--- src/rtl/adder_tree_acc_if.sv ---
// Stream bundle for adder_tree_acc: operand beat in (valid/ready/last) and result beat out
// (valid_out/ready_out/last_out). OW must match the attached tree's derived output width.
interface adder_tree_acc_if #(
  parameter int BITS = 8,
  parameter int NUM  = 4,
  parameter int OW   = 10
);
  logic                  valid;
  logic                  ready;
  logic                  last;
  logic [NUM*BITS-1:0]   data_in;
  logic [OW-1:0]         o;
  logic                  valid_out;
  logic                  last_out;
  logic                  ready_out;

  modport master (
    output valid, last, data_in, ready_out,
    input  ready, o, valid_out, last_out
  );

  modport slave (
    input  valid, last, data_in, ready_out,
    output ready, o, valid_out, last_out
  );
endinterface

--- src/rtl/adder_tree_acc.sv ---
// Pipelined full-precision adder tree (one level per clock) with global-stall backpressure
// and an optional per-frame accumulator stage on the output.
module adder_tree_acc #(
  parameter int BITS     = 8,
  parameter int NUM      = 4,
  parameter int SIGNED   = 0,
  parameter int ACCUM    = 0,
  parameter int ACC_BITS = 8
) (
  input  logic              clk,
  input  logic              rst,
  adder_tree_acc_if.slave   bus
);
  // Operand count at level k is ceil(NUM / 2^k); all levels live in one flat node array.
  function automatic int cnt(input int k);
    return (NUM + (1 << k) - 1) >> k;
  endfunction

  function automatic int off(input int k);
    int s;
    s = 0;
    for (int i = 0; i < k; i++) s += cnt(i);
    return s;
  endfunction

  localparam int LVL   = $clog2(NUM);
  localparam int SW    = BITS + LVL;
  localparam int OW    = SW + ((ACCUM != 0) ? ACC_BITS : 0);
  localparam int TOTAL = off(LVL + 1);

  logic          en;
  logic          valid_out_int;
  logic [SW-1:0] node_reg  [TOTAL];
  logic [SW-1:0] node_next [TOTAL];
  logic [LVL:0]  vld_reg;
  logic [LVL:0]  lst_reg;
  logic [SW-1:0] tree_sum;
  logic          tree_vld;
  logic          tree_lst;

  assign en        = !valid_out_int | bus.ready_out;
  assign bus.ready = en;

  genvar gi, gj;

  // Level 0: operands widened to the full tree width.
  generate
    for (gi = 0; gi < NUM; gi++) begin : g_ext
      if (SIGNED != 0) begin : g_sx
        assign node_next[gi] = SW'(signed'(bus.data_in[gi*BITS +: BITS]));
      end else begin : g_zx
        assign node_next[gi] = SW'(bus.data_in[gi*BITS +: BITS]);
      end
    end
  endgenerate

  // Levels 1..LVL: pairwise sums; an odd leftover is carried through a register unchanged.
  generate
    for (gi = 1; gi <= LVL; gi++) begin : g_lvl
      localparam int PC = cnt(gi - 1);
      localparam int PO = off(gi - 1);
      localparam int CO = off(gi);
      for (gj = 0; gj < cnt(gi); gj++) begin : g_node
        if (2*gj + 1 < PC) begin : g_add
          assign node_next[CO+gj] = node_reg[PO+2*gj] + node_reg[PO+2*gj+1];
        end else begin : g_pass
          assign node_next[CO+gj] = node_reg[PO+2*gj];
        end
      end
    end
  endgenerate

  always_ff @(posedge clk) begin
    if (rst) begin
      vld_reg <= '0;
      lst_reg <= '0;
      for (int i = 0; i < TOTAL; i++) node_reg[i] <= '0;
    end else if (en) begin
      node_reg   <= node_next;
      vld_reg[0] <= bus.valid;
      lst_reg[0] <= bus.valid & bus.last;
      for (int i = 1; i <= LVL; i++) begin
        vld_reg[i] <= vld_reg[i-1];
        lst_reg[i] <= lst_reg[i-1];
      end
    end
  end

  assign tree_sum = node_reg[TOTAL-1];
  assign tree_vld = vld_reg[LVL];
  assign tree_lst = lst_reg[LVL];

  generate
    if (ACCUM == 0) begin : g_direct
      assign bus.o         = tree_sum;
      assign valid_out_int = tree_vld;
      assign bus.last_out  = tree_lst;
    end else begin : g_accum
      logic [OW-1:0] acc_reg;
      logic [OW-1:0] o_reg;
      logic [OW-1:0] sum_ext;
      logic [OW-1:0] acc_next;
      logic          frame_start_reg;
      logic          valid_out_reg;
      logic          last_out_reg;

      if (SIGNED != 0) begin : g_sx
        assign sum_ext = OW'(signed'(tree_sum));
      end else begin : g_zx
        assign sum_ext = OW'(tree_sum);
      end

      // Accumulator wraps modulo 2^OW; the first beat of a frame starts from zero.
      assign acc_next = (frame_start_reg ? '0 : acc_reg) + sum_ext;

      always_ff @(posedge clk) begin
        if (rst) begin
          acc_reg         <= '0;
          o_reg           <= '0;
          frame_start_reg <= 1'b1;
          valid_out_reg   <= 1'b0;
          last_out_reg    <= 1'b0;
        end else if (en) begin
          valid_out_reg <= tree_vld & tree_lst;
          last_out_reg  <= tree_vld & tree_lst;
          if (tree_vld) begin
            acc_reg         <= acc_next;
            frame_start_reg <= tree_lst;
            if (tree_lst) o_reg <= acc_next;
          end
        end
      end

      assign bus.o         = o_reg;
      assign valid_out_int = valid_out_reg;
      assign bus.last_out  = last_out_reg;
    end
  endgenerate

  assign bus.valid_out = valid_out_int;

endmodule

--- src/flat_wrapper.sv ---
// flat-port wrapper written by rule: the top's interface ports become plain ports
module adder_tree_acc_flat 
#(
  parameter int BITS     = 8,
  parameter int NUM      = 4,
  parameter int SIGNED   = 0,
  parameter int ACCUM    = 0,
  parameter int ACC_BITS = 8
)
  (clk, rst, bus_valid, bus_last, bus_data_in, bus_ready_out, bus_ready, bus_o, bus_valid_out, bus_last_out);
  adder_tree_acc_if #(.BITS(BITS), .NUM(NUM), .OW(10)) bus_i ();
  input  logic clk;
  input  logic rst;
  input wire logic [$bits(bus_i.valid)-1:0] bus_valid;
  input wire logic [$bits(bus_i.last)-1:0] bus_last;
  input wire logic [$bits(bus_i.data_in)-1:0] bus_data_in;
  input wire logic [$bits(bus_i.ready_out)-1:0] bus_ready_out;
  output wire logic [$bits(bus_i.ready)-1:0] bus_ready;
  output wire logic [$bits(bus_i.o)-1:0] bus_o;
  output wire logic [$bits(bus_i.valid_out)-1:0] bus_valid_out;
  output wire logic [$bits(bus_i.last_out)-1:0] bus_last_out;
  assign bus_i.valid = bus_valid;
  assign bus_i.last = bus_last;
  assign bus_i.data_in = bus_data_in;
  assign bus_i.ready_out = bus_ready_out;
  assign bus_ready = bus_i.ready;
  assign bus_o = bus_i.o;
  assign bus_valid_out = bus_i.valid_out;
  assign bus_last_out = bus_i.last_out;
  adder_tree_acc #(.BITS(BITS), .NUM(NUM), .SIGNED(SIGNED), .ACCUM(ACCUM), .ACC_BITS(ACC_BITS)) u_core (.clk(clk), .rst(rst), .bus(bus_i));
endmodule
--- config.mk ---
export PLATFORM = sky130hd
export DESIGN_NAME = adder_tree_acc_flat
export DESIGN_NICKNAME = d
export VERILOG_FILES = /design/src/rtl/adder_tree_acc_if.sv /design/src/rtl/adder_tree_acc.sv /design/src/flat_wrapper.sv
export SDC_FILE = /design/constraint.sdc
export NUM_CORES = 1
export LEC_CHECK = 0
export CAP_MARGIN = 20
export CELL_PAD_IN_SITES_DETAIL_PLACEMENT = 1
export CELL_PAD_IN_SITES_GLOBAL_PLACEMENT = 1
export CORE_MARGIN = 3
export CORE_UTILIZATION = 36
export DETAILED_ROUTE_END_ITERATION = 10
export PLACE_DENSITY = 0.8
export SLEW_MARGIN = 30
export SYNTH_ARGS = -nofsm -noshare
export SYNTH_HDL_FRONTEND = slang
export SYNTH_SLANG_ARGS = --single-unit
--- constraint.sdc ---
create_clock -name clk -period 1.94 [get_ports clk]
set_clock_uncertainty 0.2 [all_clocks]
set_input_delay 0.388 -clock clk [delete_from_list [all_inputs] [get_ports clk]]
set_output_delay 0.388 -clock clk [all_outputs]
set_load 0.005 [all_outputs]
==> results of run 1 <==
-- worst max path at each step --
stage,startpoint,end,slack [ns],cells past startpoint
2_1_floorplan,u_core.node_reg[50],u_core.node_reg[28],0.0009,6
3_3_place_gp,bus_ready_out,bus_ready,-0.19,4
3_5_place_dp,u_core.node_reg[11],u_core.bus.o[9],-0.19,6
4_1_cts,u_core.node_reg[31],u_core.node_reg[15],-0.06,7
5_1_grt,u_core.node_reg[40],u_core.node_reg[17],-0.13,8
6_report,u_core.node_reg[31],u_core.node_reg[15],-0.05,7
-- routing by layer --
metal / track usage (%) / up-vias / wire [um]
met5: 0 / - / 0
met4: 6.87 / 0 / 193
met3: 3.32 / 12 / 342
met2: 34.3 / 55 / 5360
met1: 23.3 / 1591 / 4530
li1: - / 1592 / -
-- metrics by stage --
| step | instances | util [%] |
|---|---|---|
| final | 605 | 53.0 |
| after global routing | 605 | 53.0 |
| after CTS | 600 | 50.8 |
| after detailed placement | 579 | 46.5 |
| after global placement | 579 | 46.5 |
| after floorplan | 423 | - |
-- report_power, final --
part           switching (uW)  internal (uW)  total [uW]  leakage [uW]
clock                     551            750        1300      0.000116
combinational             367            397         764       0.00127
sequential               81.1           1460        1540      0.000550
-- cell type report --
cell class | instances | area (um^2)
Sequential cell | 66 | 1340
Inverter | 13 | 51.3
Timing Repair Buffer | 92 | 860
Tap cell | 108 | 135
Clock buffer | 10 | 138
Clock inverter | 6 | 80.1
Fill cell | 1048 | 4180
Multi-Input combinational cell | 310 | 2110
-- Yosys cell counts, types with 2 or more instances --
cell and n:
nand2b_1 5, o21ai_0 15, nand3_1 11, xor2_1 4, a2111oi_0 2, buf_2 12
nand2_1 98, nand4b_1 2, nor2_1 23, clkbuf_1 9, xnor2_1 3, inv_1 12
o31ai_1 3, ha_1 25, or4_1 2, a211oi_1 7, dfxtp_1 66, fa_1 3
or3_1 2, a21oi_1 62, nor4b_1 7, a211o_1 2, a31oi_1 2, o21a_1 2
buf_4 10, mux2i_1 2, o211ai_1 6, buf_1 3, nor3_1 9
-- worst max-delay path: cells and delay by family (launching register included) --
kind,cells,cell delay [ns]
AOI/OAI and AO/OA,3,0.45
adders and majority gates,1,0.26
buffers and inverters,1,0.17
DFF,1,0.36
and+or+nand+nor,2,0.50
-- what timing repair did --
item	4_1_cts	5_1_grt
buffers inserted	5	5
pin swaps	19	17
hold buffers	0	0
endpoints found under the setup margin	13	16
gates resized for setup	36	34
-- cell families after synthesis --
kind of cell	share of synthesized area, %
and+or+nand+nor	21.1
AOI/OAI and AO/OA	19.5
DFF	39.2
buffers and inverters	6.79
adders and majority gates	11.1
xor gates and xnor gates	1.82
muxes	0.594
==> flow_summary.json, run 1 <==
{
  "status": "finished, violations left",
  "failed_checks": "setup timing",
  "drc_errors": 0,
  "drv_cap": 0,
  "vdd_drop_max_mv": 0.327,
  "fin_tns_setup_ns": -0.106,
  "worstMarginPinSlew_ns": 0.363,
  "num_rows": 34,
  "worst_slack_ns": -0.0450,
  "synthFlopType": "dfxtp_1",
  "dieHeight_um": 103,
  "hold_end": "u_core.vld_reg[0]",
  "coreArea_mm2": 0.00889,
  "die_area_mm2": 0.0106,
  "layout_common_cells": "nand2_1 (96), dfxtp_1 (54), a21oi_1 (52)",
  "hold_start": "u_core.vld_reg[0]",
  "worst-setup-path-type": "reg2reg",
  "syn_area_mm2": 0.00337,
  "post_drt_via_cell_ratio": 5.37,
  "numCtsBuffers": 9,
  "p_leak_uw": 0.00194,
  "yosysTopAreaCellShare_pct": 39.2,
  "path_clk_slew_ns": 0.07,
  "ff2ff_path_depth": 7,
  "yosysTopAreaCell": "dfxtp_1",
  "cts_tree": "built",
  "yosys-top-cells-area": "dfxtp_1 (39%), nand2_1 (11%), ha_1 (9.3%)",
  "area_growth_pct": 39.8,
  "ys_seq_area_share_pct": 39.2,
  "drive_gt1_share_pct": 24.3,
  "num-nets-final": 557,
  "grt_max_degree": 39,
  "finalSetupViolations": 4,
  "reg2reg_from": "u_core.node_reg[31]",
  "cts_buffer_depth": 2,
  "io_pins": 50,
  "final_common_cell": "nand2_1",
  "die_width_um": 103,
  "ys_seq_elements": 66,
  "syn_inst": 423,
  "drtAntennaViolNets": 0,
  "fin_area_mm2": 0.00471,
  "grt_pass1_wl_um": 16100,
  "cts.sinks": 66,
  "total_power_uw": 3610,
  "path_max_fanout": 2,
  "required_ns": 2.02,
  "powerDensity_mw_per_mm2": 766,
  "r2r_slack_ns": -0.05,
  "grt_usage_pct": 19.2,
  "gp_congestion": 0.836,
  "slowest_stage": "or4_4",
  "slew_viol_final": 0,
  "pre_cts_slack_ns": -0.194,
  "drt_iter0_drc": 126,
  "worst_hold_slack_ns": 0.262,
  "place_area_mm2": 0.00414,
  "max_stage_delay_ns": 0.42,
  "drtPass1Iterations": 4,
  "rsz0062_at_grt": "true",
  "min_period_ns": 1.99,
  "grt_pass1_vias": 3404,
  "async_flop_share_pct": 0,
  "port-buffer-count": 49,
  "dp_hpwl_um": 6770,
  "syn_area_per_cell_um2": 7.97,
  "cts_root_buffer": "clkbuf_8",
  "clkLatencyLatePin_ns": 0.34,
  "start_util_pct": 37.9,
  "hold_viol": 0,
  "reg2reg_to": "u_core.node_reg[15]",
  "critPathLaunchType": "register",
  "synth_edf_count": 0,
  "whs_path_depth": 2,
  "grt_antenna_before_repair": 0,
  "relSlewSlack_pct": 75.6,
  "syn_nets": 488,
  "fmax_mhz": 504,
  "ys_warn_count": 0,
  "cp.arrival_ns": 2.07,
  "end_kind": "register",
  "timing.hold.worst.class": "reg2reg",
  "avgRoutedWirePerCell_um": 17.2,
  "vias": 3250,
  "crit_chain": "ha_4 -> a211o_1 -> o211ai_1 -> buf_4 -> a21bo_1 -> or4_4 -> nand3_2",
  "wirelength_um": 10400,
  "period_share_pct": 102,
  "synth_cell_types": 43,
  "largest_register_ffs": 50,
  "htreeDepth": 3,
  "gr-total-overflow": 0,
  "antenna_cells": 0
}
No activity file was read; power rests on OpenSTA's default activity.
==> run 2: changes to the inputs <==
--- a/config.mk
+++ b/config.mk
@@ -8,10 +8,10 @@
 export CAP_MARGIN = 20
 export CELL_PAD_IN_SITES_DETAIL_PLACEMENT = 1
 export CELL_PAD_IN_SITES_GLOBAL_PLACEMENT = 1
-export CORE_MARGIN = 3
+export CORE_MARGIN = 1.5
 export CORE_UTILIZATION = 36
 export DETAILED_ROUTE_END_ITERATION = 10
-export PLACE_DENSITY = 0.8
+export PLACE_DENSITY_LB_ADDON = 0.1
 export SLEW_MARGIN = 30
 export SYNTH_ARGS = -nofsm -noshare
 export SYNTH_HDL_FRONTEND = slang
==> run 2 against run 1 <==
The run still ends with setup timing left. Final cell count unchanged. Cell area down 3.3%. Sequential share of layout area up 0.96 points.
==> flow_summary.json, run 2 (synthesized netlist as in run 1, its figures left out) <==
{
  "max_stage_delay_ns": 0.42,
  "worstMarginPinSlew_ns": 0.351,
  "dp_hpwl_um": 6380,
  "grt_max_degree": 46,
  "drt_iter0_drc": 52,
  "avgRoutedWirePerCell_um": 15.1,
  "grt_pass1_vias": 3189,
  "period_share_pct": 101,
  "post_drt_via_cell_ratio": 5.21,
  "r2r_slack_ns": -0.02,
  "num_rows": 35,
  "cts_tree": "built",
  "crit_path_start": "u_core.node_reg[41]",
  "rsz0062_at_grt": "true",
  "failed_checks": "setup timing",
  "powerDensity_mw_per_mm2": 744,
  "path_clk_slew_ns": 0.08,
  "gr-total-overflow": 0,
  "finalSetupViolations": 2,
  "setup.worst_path.end": "u_core.node_reg[15]",
  "wirelength_um": 9160,
  "hold_viol": 0,
  "end_kind": "register",
  "start_util_pct": 36.8,
  "drc_errors": 0,
  "drtAntennaViolNets": 0,
  "ff2ff_path_depth": 7,
  "layout_common_cells": "nand2_1 (97), a21oi_1 (56), dfxtp_1 (55)",
  "cp_num_cells": 7,
  "dieHeight_um": 99.8,
  "drive_gt1_share_pct": 20.2,
  "critPathLaunchType": "register",
  "path_max_fanout": 2,
  "area_growth_pct": 35.2,
  "largest_register_ffs": 50,
  "final_util_pct": 49.8,
  "cts_buffer_depth": 2,
  "required_ns": 2.03,
  "die_area_mm2": 0.00995,
  "clkLatencyLatePin_ns": 0.34,
  "slowest_stage": "or4_1",
  "reg2reg_to": "u_core.node_reg[15]",
  "htreeDepth": 3,
  "gp_congestion": 0.791,
  "grt_pass1_wl_um": 15100,
  "worst-setup-path-type": "reg2reg",
  "crit_buf_inv": 1,
  "cts_root_buffer": "clkbuf_8",
  "reg2reg_from": "u_core.node_reg[41]",
  "drtPass1Iterations": 4,
  "fmax_mhz": 510,
  "grt_usage_pct": 19.1,
  "fin_tns_setup_ns": -0.0211,
  "cts_hold_buf": 0,
  "coreArea_mm2": 0.00915,
  "vdd_drop_max_mv": 0.281,
  "slew_viol_final": 0,
  "antenna_cells": 0,
  "p_leak_uw": 0.00188,
  "io_pins": 50,
  "timing.hold.worst.class": "in2reg",
  "num-nets-final": 555,
  "port-buffer-count": 49,
  "cts.sinks": 66,
  "min_period_ns": 1.96,
  "worst_slack_ns": -0.0210,
  "cp.arrival_ns": 2.05,
  "critPathTopFamily": "simple AND/OR/NAND/NOR gates",
  "numCtsBuffers": 9,
  "drv_cap": 0,
  "place_area_mm2": 0.00411,
  "grt_antenna_before_repair": 0,
  "crit_chain": "ha_4 -> a211o_1 -> o211ai_1 -> buf_4 -> a21bo_1 -> or4_1 -> nand3_2",
  "fin_area_mm2": 0.00456,
  "status": "finished, violations left",
  "worst_hold_slack_ns": 0.234,
  "pre_cts_slack_ns": -0.206,
  "relSlewSlack_pct": 76.3,
  "vias": 3150,
  "die_width_um": 99.8,
  "final_common_cell": "nand2_1"
}
-- run 2: changes by cell type in the layout (fill, tap and decap cells not counted), sizes merged --
cell / change
clkinv: -2
dlygate4sd2: +1
clkbuf: +2
clkdlybuf4s50: -1
buf: -2
bufinv: -1
-- run 2: what timing repair did --
| action | in CTS | in global routing |
|---|---|---|
| resized for setup | 33 | 16 |
| pin swaps | 24 | 16 |
| endpoints found under the setup margin | 12 | 15 |
| setup buffers | 5 | 4 |
-- run 2: metal layers --
metal  vias to the layer above  track usage (%)  wire [um]
met5                         -                0          0
met4                         0             7.04        134
met3                        12             2.81        212
met2                        43             32.4       4430
met1                      1508             24.6       4380
li1                       1587                -          -
-- run 2: area by class of cell --
type	count	area [um^2]
multi-input cells	310	2040
inverters	13	48.8
repair buffers	90	803
well taps	111	139
fillers	1098	4600
flip-flops and latches	66	1340
clock buffers	12	145
clock inverters	3	40.0
-- run 2: worst min-delay path by stage --
stage,start,to,slack [ns],depth (start not counted)
after global placement,u_core.vld_reg[0],u_core.vld_reg[0],0.24,2
final,rst,u_core.node_reg[15],0.23,3
after floorplan,u_core.vld_reg[0],u_core.vld_reg[0],0.23,2
after detailed placement,u_core.lst_reg[0],u_core.lst_reg[0],0.25,2
after CTS,rst,u_core.node_reg[15],0.22,3
after global routing,rst,u_core.node_reg[15],0.25,3
-- run 2: metrics by stage --
stage | instances | total power [uW]
2_1_floorplan | 423 | 1930
3_3_place_gp | 582 | 2170
3_5_place_dp | 582 | 2190
4_1_cts | 601 | 3400
5_1_grt | 605 | 3580
6_report | 605 | 3390
-- run 2: where the power goes --
| part | switching [uW] | internal [uW] |
|---|---|---|
| Clock | 523 | 619 |
| Sequential | 76.0 | 1460 |
| Combinational | 327 | 380 |
-- run 2: worst min-delay path, stage by stage --
cell     delay, ns
buf_2         0.15
or4_1         0.14
nand3_2       0.05
